[src/rtl/m3m4_pkg.sv]
// m3m4_pkg: shared M3->M4 payload struct, default widths and pointer-width helper
`ifndef WORD_SIZE
`define WORD_SIZE 32
`endif
`ifndef INSTR_TYPE_SZ
`define INSTR_TYPE_SZ 3
`endif
`ifndef ROB_ENTRY_WIDTH
`define ROB_ENTRY_WIDTH 3
`endif
package m3m4_pkg;
  localparam int P_WORD_SIZE = `WORD_SIZE;
  localparam int P_INSTR_TYPE_SZ = `INSTR_TYPE_SZ;
  localparam int P_ROB_ENTRY_WIDTH = `ROB_ENTRY_WIDTH;
  localparam int P_DEPTH = 2;
  function automatic int ptr_w(input int depth);
    return $clog2(depth);
  endfunction
  localparam int PTR_W = ptr_w(P_DEPTH);
  typedef struct packed {
    logic [P_INSTR_TYPE_SZ-1:0] instr_type;
    logic [P_WORD_SIZE-1:0] pc;
    logic [P_WORD_SIZE-1:0] result;
    logic [P_ROB_ENTRY_WIDTH-1:0] rob_id;
  } m3m4_payload_t;
endpackage

[src/rtl/sync_fifo_core.sv]
// sync_fifo_core: WIDTH x DEPTH circular buffer; clk/reset, clear (drops same-cycle push, keeps storage), push/wdata, pop/rdata, count
module sync_fifo_core import m3m4_pkg::*; #(
  parameter int WIDTH = 8,
  parameter int DEPTH = 2
) (
  input  logic                     clk,
  input  logic                     reset,
  input  logic                     clear,
  input  logic                     push,
  input  logic                     pop,
  input  logic [WIDTH-1:0]         wdata,
  output logic [WIDTH-1:0]         rdata,
  output logic [$clog2(DEPTH):0]   count
);
  localparam int PW = ptr_w(DEPTH);
  logic [WIDTH-1:0] mem_q [DEPTH];
  logic [WIDTH-1:0] mem_d [DEPTH];
  logic [PW-1:0] wr_ptr_q, wr_ptr_d, rd_ptr_q, rd_ptr_d;
  logic [PW:0] count_q, count_d;
  always_comb begin
    mem_d = mem_q;
    if (push && !clear) mem_d[wr_ptr_q] = wdata;
    wr_ptr_d = clear ? '0 : wr_ptr_q + PW'(push);
    rd_ptr_d = clear ? '0 : rd_ptr_q + PW'(pop);
    count_d = clear ? '0 : count_q + (PW+1)'(push) - (PW+1)'(pop);
  end
  always_ff @(posedge clk) begin
    if (reset) begin
      mem_q <= '{default: '0};
      wr_ptr_q <= '0;
      rd_ptr_q <= '0;
      count_q <= '0;
    end else begin
      mem_q <= mem_d;
      wr_ptr_q <= wr_ptr_d;
      rd_ptr_q <= rd_ptr_d;
      count_q <= count_d;
    end
  end
  assign rdata = mem_q[rd_ptr_q];
  assign count = count_q;
endmodule

[src/rtl/m3_m4_skid_queue.sv]
// m3_m4_skid_queue: M3->M4 elastic queue; in_valid/in_ready + in_* payload, out_valid/out_ready + masked out_* payload, flush, count
module m3_m4_skid_queue import m3m4_pkg::*; #(
  parameter int WORD_SIZE = P_WORD_SIZE,
  parameter int INSTR_TYPE_SZ = P_INSTR_TYPE_SZ,
  parameter int ROB_ENTRY_WIDTH = P_ROB_ENTRY_WIDTH,
  parameter int DEPTH = 2
) (
  input  logic                       clk,
  input  logic                       reset,
  input  logic                       flush,
  input  logic                       in_valid,
  output logic                       in_ready,
  input  logic [INSTR_TYPE_SZ-1:0]   in_instruction_type,
  input  logic [WORD_SIZE-1:0]       in_pc,
  input  logic [WORD_SIZE-1:0]       in_result,
  input  logic [ROB_ENTRY_WIDTH-1:0] in_rob_id,
  output logic                       out_valid,
  input  logic                       out_ready,
  output logic [INSTR_TYPE_SZ-1:0]   out_instruction_type,
  output logic [WORD_SIZE-1:0]       out_pc,
  output logic [WORD_SIZE-1:0]       out_result,
  output logic [ROB_ENTRY_WIDTH-1:0] out_rob_id,
  output logic [$clog2(DEPTH):0]     count
);
  localparam int CW = $clog2(DEPTH) + 1;
  m3m4_payload_t wr_payload, head;
  logic push, pop;
  assign in_ready = count != CW'(DEPTH);
  assign out_valid = count != '0;
  assign push = in_valid & in_ready;
  assign pop = out_valid & out_ready;
  assign wr_payload = '{instr_type: in_instruction_type, pc: in_pc, result: in_result, rob_id: in_rob_id};
  sync_fifo_core #(.WIDTH($bits(m3m4_payload_t)), .DEPTH(DEPTH)) u_core (
    .clk(clk),
    .reset(reset),
    .clear(flush),
    .push(push),
    .pop(pop),
    .wdata(wr_payload),
    .rdata(head),
    .count(count)
  );
  assign out_instruction_type = out_valid ? head.instr_type : '0;
  assign out_pc = out_valid ? head.pc : '0;
  assign out_result = out_valid ? head.result : '0;
  assign out_rob_id = out_valid ? head.rob_id : '0;
endmodule
[config.mk]
export PLATFORM = sky130hd
export DESIGN_NAME = m3_m4_skid_queue
export DESIGN_NICKNAME = d
export VERILOG_FILES = /design/src/rtl/m3m4_pkg.sv /design/src/rtl/sync_fifo_core.sv /design/src/rtl/m3_m4_skid_queue.sv
export SDC_FILE = /design/constraint.sdc
export NUM_CORES = 1
export LEC_CHECK = 0
export CORE_MARGIN = 4
export CORE_UTILIZATION = 51
export DETAILED_ROUTE_END_ITERATION = 6
export GPL_TIMING_DRIVEN = 0
export HOLD_SLACK_MARGIN = 0.03
export PLACE_DENSITY = 0.91
export SYNTH_ARGS = -nofsm -noshare
export SYNTH_HDL_FRONTEND = slang
export SYNTH_SLANG_ARGS = --single-unit
[constraint.sdc]
create_clock -name clk -period 1.8 [get_ports clk]
set_input_delay 0.36 -clock clk [delete_from_list [all_inputs] [get_ports clk]]
set_output_delay 0.36 -clock clk [all_outputs]
set_load 0.02 [all_outputs]
==> results.toml <==
[setup_path]
worstPathArrival_ns = 1.58
path_cells = "buf_12 -> buf_12 -> mux2i_1 -> nor2_1 -> buf_2"
max_stage_delay_ns = 0.41
crit_type = "reg -> out"
start_kind = "flop"
crit_slowest_cell = "dfxtp_4"
cp-end-kind = "output pin"
cp_common_cell = "buf_12"
cp.required_ns = 1.44
crit_fanout = 5

[sta]
worst_pin_slew_ns = 0.665
fin_skew_ns = 0.00547
hold_slack_ns = 0.443
relSlewSlack = 0.556
rsz0062_at_grt = "true"
finalWorstSetupSlack_ns = -0.138
hold_viol = 0
drv_slew = 0
period_needed_ns = 1.94
fin_crit_sh = 1.08
finalSetupViolations = 69
max_freq_mhz = 516

[yosys]
ys_seq_area_frac = 0.413
synth.area.mux_share = 0.301
synth_cell_types = 24
yosysWarnings = 0
synth_top_family_by_area = "multiplexers"
synth_compound_area_frac = 0.00251
syn_inst = 715
ys_seq_elements = 144
synth-simple-area-share = 0.239
syn_area_per_cell_um2 = 9.77
synth_area_um2 = 6980
synth_fp_nets = 792
synth_xor_area_frac = 0.00251
synthAdderAreaFrac = 0.00358

[global_route]
grt_max_degree = 17
antenna_found_initial = 0
grt_pass1_wl_um = 29100
grtUsageTotal = 0.227
grt_overflow = 0
grt_pass1_vias = 5865

[finish]
syn2layout_area_growth_pct = 37.9
fillers = 984
final_cell_area_um2 = 9630
drive_gt1_frac = 0.198
antennaDiodeCount = 0
nets = 970
multi_input_area_um2 = 3980
ff_latch_area_um2 = 2890

[die]
rows = 42
io_pins = 149
start_util = 0.523
die_h_um = 125
dieArea_um2 = 15600
core_area_um2 = 13300
die_w_um = 125

[cts]
cts_tree = "yes"
clockRootBuffer = "clkbuf_16"
cts_buffers = 17
cts_buffer_depth = 2
path_clk_slew_ns = 0.06
insertion_delay_ns = 0.42
htree_levels = 4
cts.sinks = 144

[drt]
ant_nets = 0
wl_um = 18600
initialDrtViolationCount = 306
remaining_drc_errors = 0
num_vias = 5598
first_pass_iters = 4
vias_per_cell = 5.17
post_drt_wl_per_cell_um = 17.2

[placement]
placed_area_um2 = 8670
io_buffers = 146
dp_hpwl_um = 12200
place.gp.congestion = 0.768

[job]
maxCapViolations = 0

[power_and_ir_drop]
ir_drop_mv = 0.836
leakage_uw = 0.00396
p_per_area_nw_per_um2 = 885

[outcome]
violations = "setup timing"
status = "finished, violations left"

[worst_hold_path]
worst_hold_path_type = "in -> reg"
stage by stage:
step | cells | utilization | power [uW] | setup slack, ns | TNS (ns)
2_1_floorplan | 715 | - | 4010 | 0.0394 | 0
3_3_place_gp | 1037 | 0.649 | 4400 | -0.895 | -92.25
3_5_place_dp | 1037 | 0.649 | 4420 | -0.880 | -93.08
4_1_cts | 1075 | 0.702 | 8450 | -0.135 | -6.09
5_1_grt | 1082 | 0.722 | 8770 | -0.181 | -9.43
6_report | 1082 | 0.722 | 8520 | -0.138 | -5.71
synth_stat cells:
library cell	instances	area, um2
buf_4	1	7.51
or3_1	1	6.26
nand2_1	1	3.75
ha_1	2	25.0
nor4b_2	1	15.0
buf_6	2	22.5
nor2_1	73	274
buf_2	18	90.1
nor2b_1	1	6.26
nor4b_1	1	8.76
nand2b_1	210	1310
a211oi_1	1	7.51
nor3b_1	1	7.51
inv_1	6	22.5
dfxtp_1	144	2880
clkbuf_1	33	124
buf_1	1	3.75
nor4_2	1	12.5
nand4b_1	1	8.76
o21ai_0	2	10.0
nor3_1	1	5.00
or4_1	1	7.51
xor2_1	2	17.5
mux2i_1	210	2100
cell families after synthesis:
group	count (synthesis)
compound gates	3
fa+ha+maj	2
xor+xnor	2
flops	144
mux	210
buf+inv	61
simple gates	293
metal layers:
layer / up-vias / GRT usage / wire length, um
met1: 2693 / 0.285 / 8250
met5: - / 0 / 0
li1: 2713 / - / -
met2: 155 / 0.383 / 9120
met4: 0 / 0.0835 / 438
met3: 37 / 0.0490 / 825
where the power goes:
| part | switching (uW) | leakage (uW) | internal [uW] |
|---|---|---|---|
| Combinational | 545 | 0.00246 | 607 |
| Clock | 1320 | 0.000331 | 2680 |
| Sequential | 77.4 | 0.00117 | 3300 |
sequential cells by signal, indices dropped and copies added (netlist names):
register / cells
u_core.rd_ptr_q: 1
u_core.count: 2
u_core.mem_q: 140
u_core.wr_ptr_q: 1
worst paths after layout:
path	from	endpoint	slack, ns	cells after the start
setup reg to reg	u_core.count[1]	u_core.count[1]	0.05	9
hold / removal	reset	u_core.mem_q[78]	0.44	3
setup / recovery	u_core.rd_ptr_q	out_pc[31]	-0.14	5
hold reg to reg	u_core.mem_q[118]	u_core.mem_q[118]	0.47	2
worst max-delay path, delay by kind of cell, from the launching register on:
kind,cells,cell delay (ns)
buffers and inverters,3,0.45
DFF,1,0.41
muxes,1,0.21
and+or+nand+nor,1,0.08
layout by cell type (no fill, tap or decap), types with 2 or more instances in the layout:
cell	count
buf_6	8
nor2_4	2
bufinv_16	5
ha_1	2
clkinv_2	2
clkinvlp_4	2
dfxtp_1	141
buf_12	12
clkdlybuf4s50_1	71
clkbuf_1	24
dlygate4sd2_1	3
nand2b_1	210
xor2_1	2
nor2_2	3
mux2i_2	14
clkbuf_4	2
dfxtp_4	3
clkbuf_16	21
buf_4	24
buf_2	62
inv_1	4
mux2i_1	193
clkbuf_8	8
nor2_1	68
mux2i_4	3
area by class of cell:
class                   instances  area share
flip-flops and latches        144       0.300
multi-input cells             510       0.413
clock buffers                  23      0.0527
clock inverters                 9      0.0182
plain buffers                  52      0.0442
well taps                     176      0.0229
repair buffers                162       0.146
inverters                       6     0.00260
repair_timing:
| item | 4_1_cts | 5_1_grt |
|---|---|---|
| resized for setup | 369 | 51 |
| gates cloned | 1 | 4 |
| pin swaps | 1 | 1 |
| hold buffers | 0 | 0 |
| buffers inserted | 6 | 5 |
| endpoints found under the setup margin | 125 | 89 |
Power figures use the tool's default switching activity.
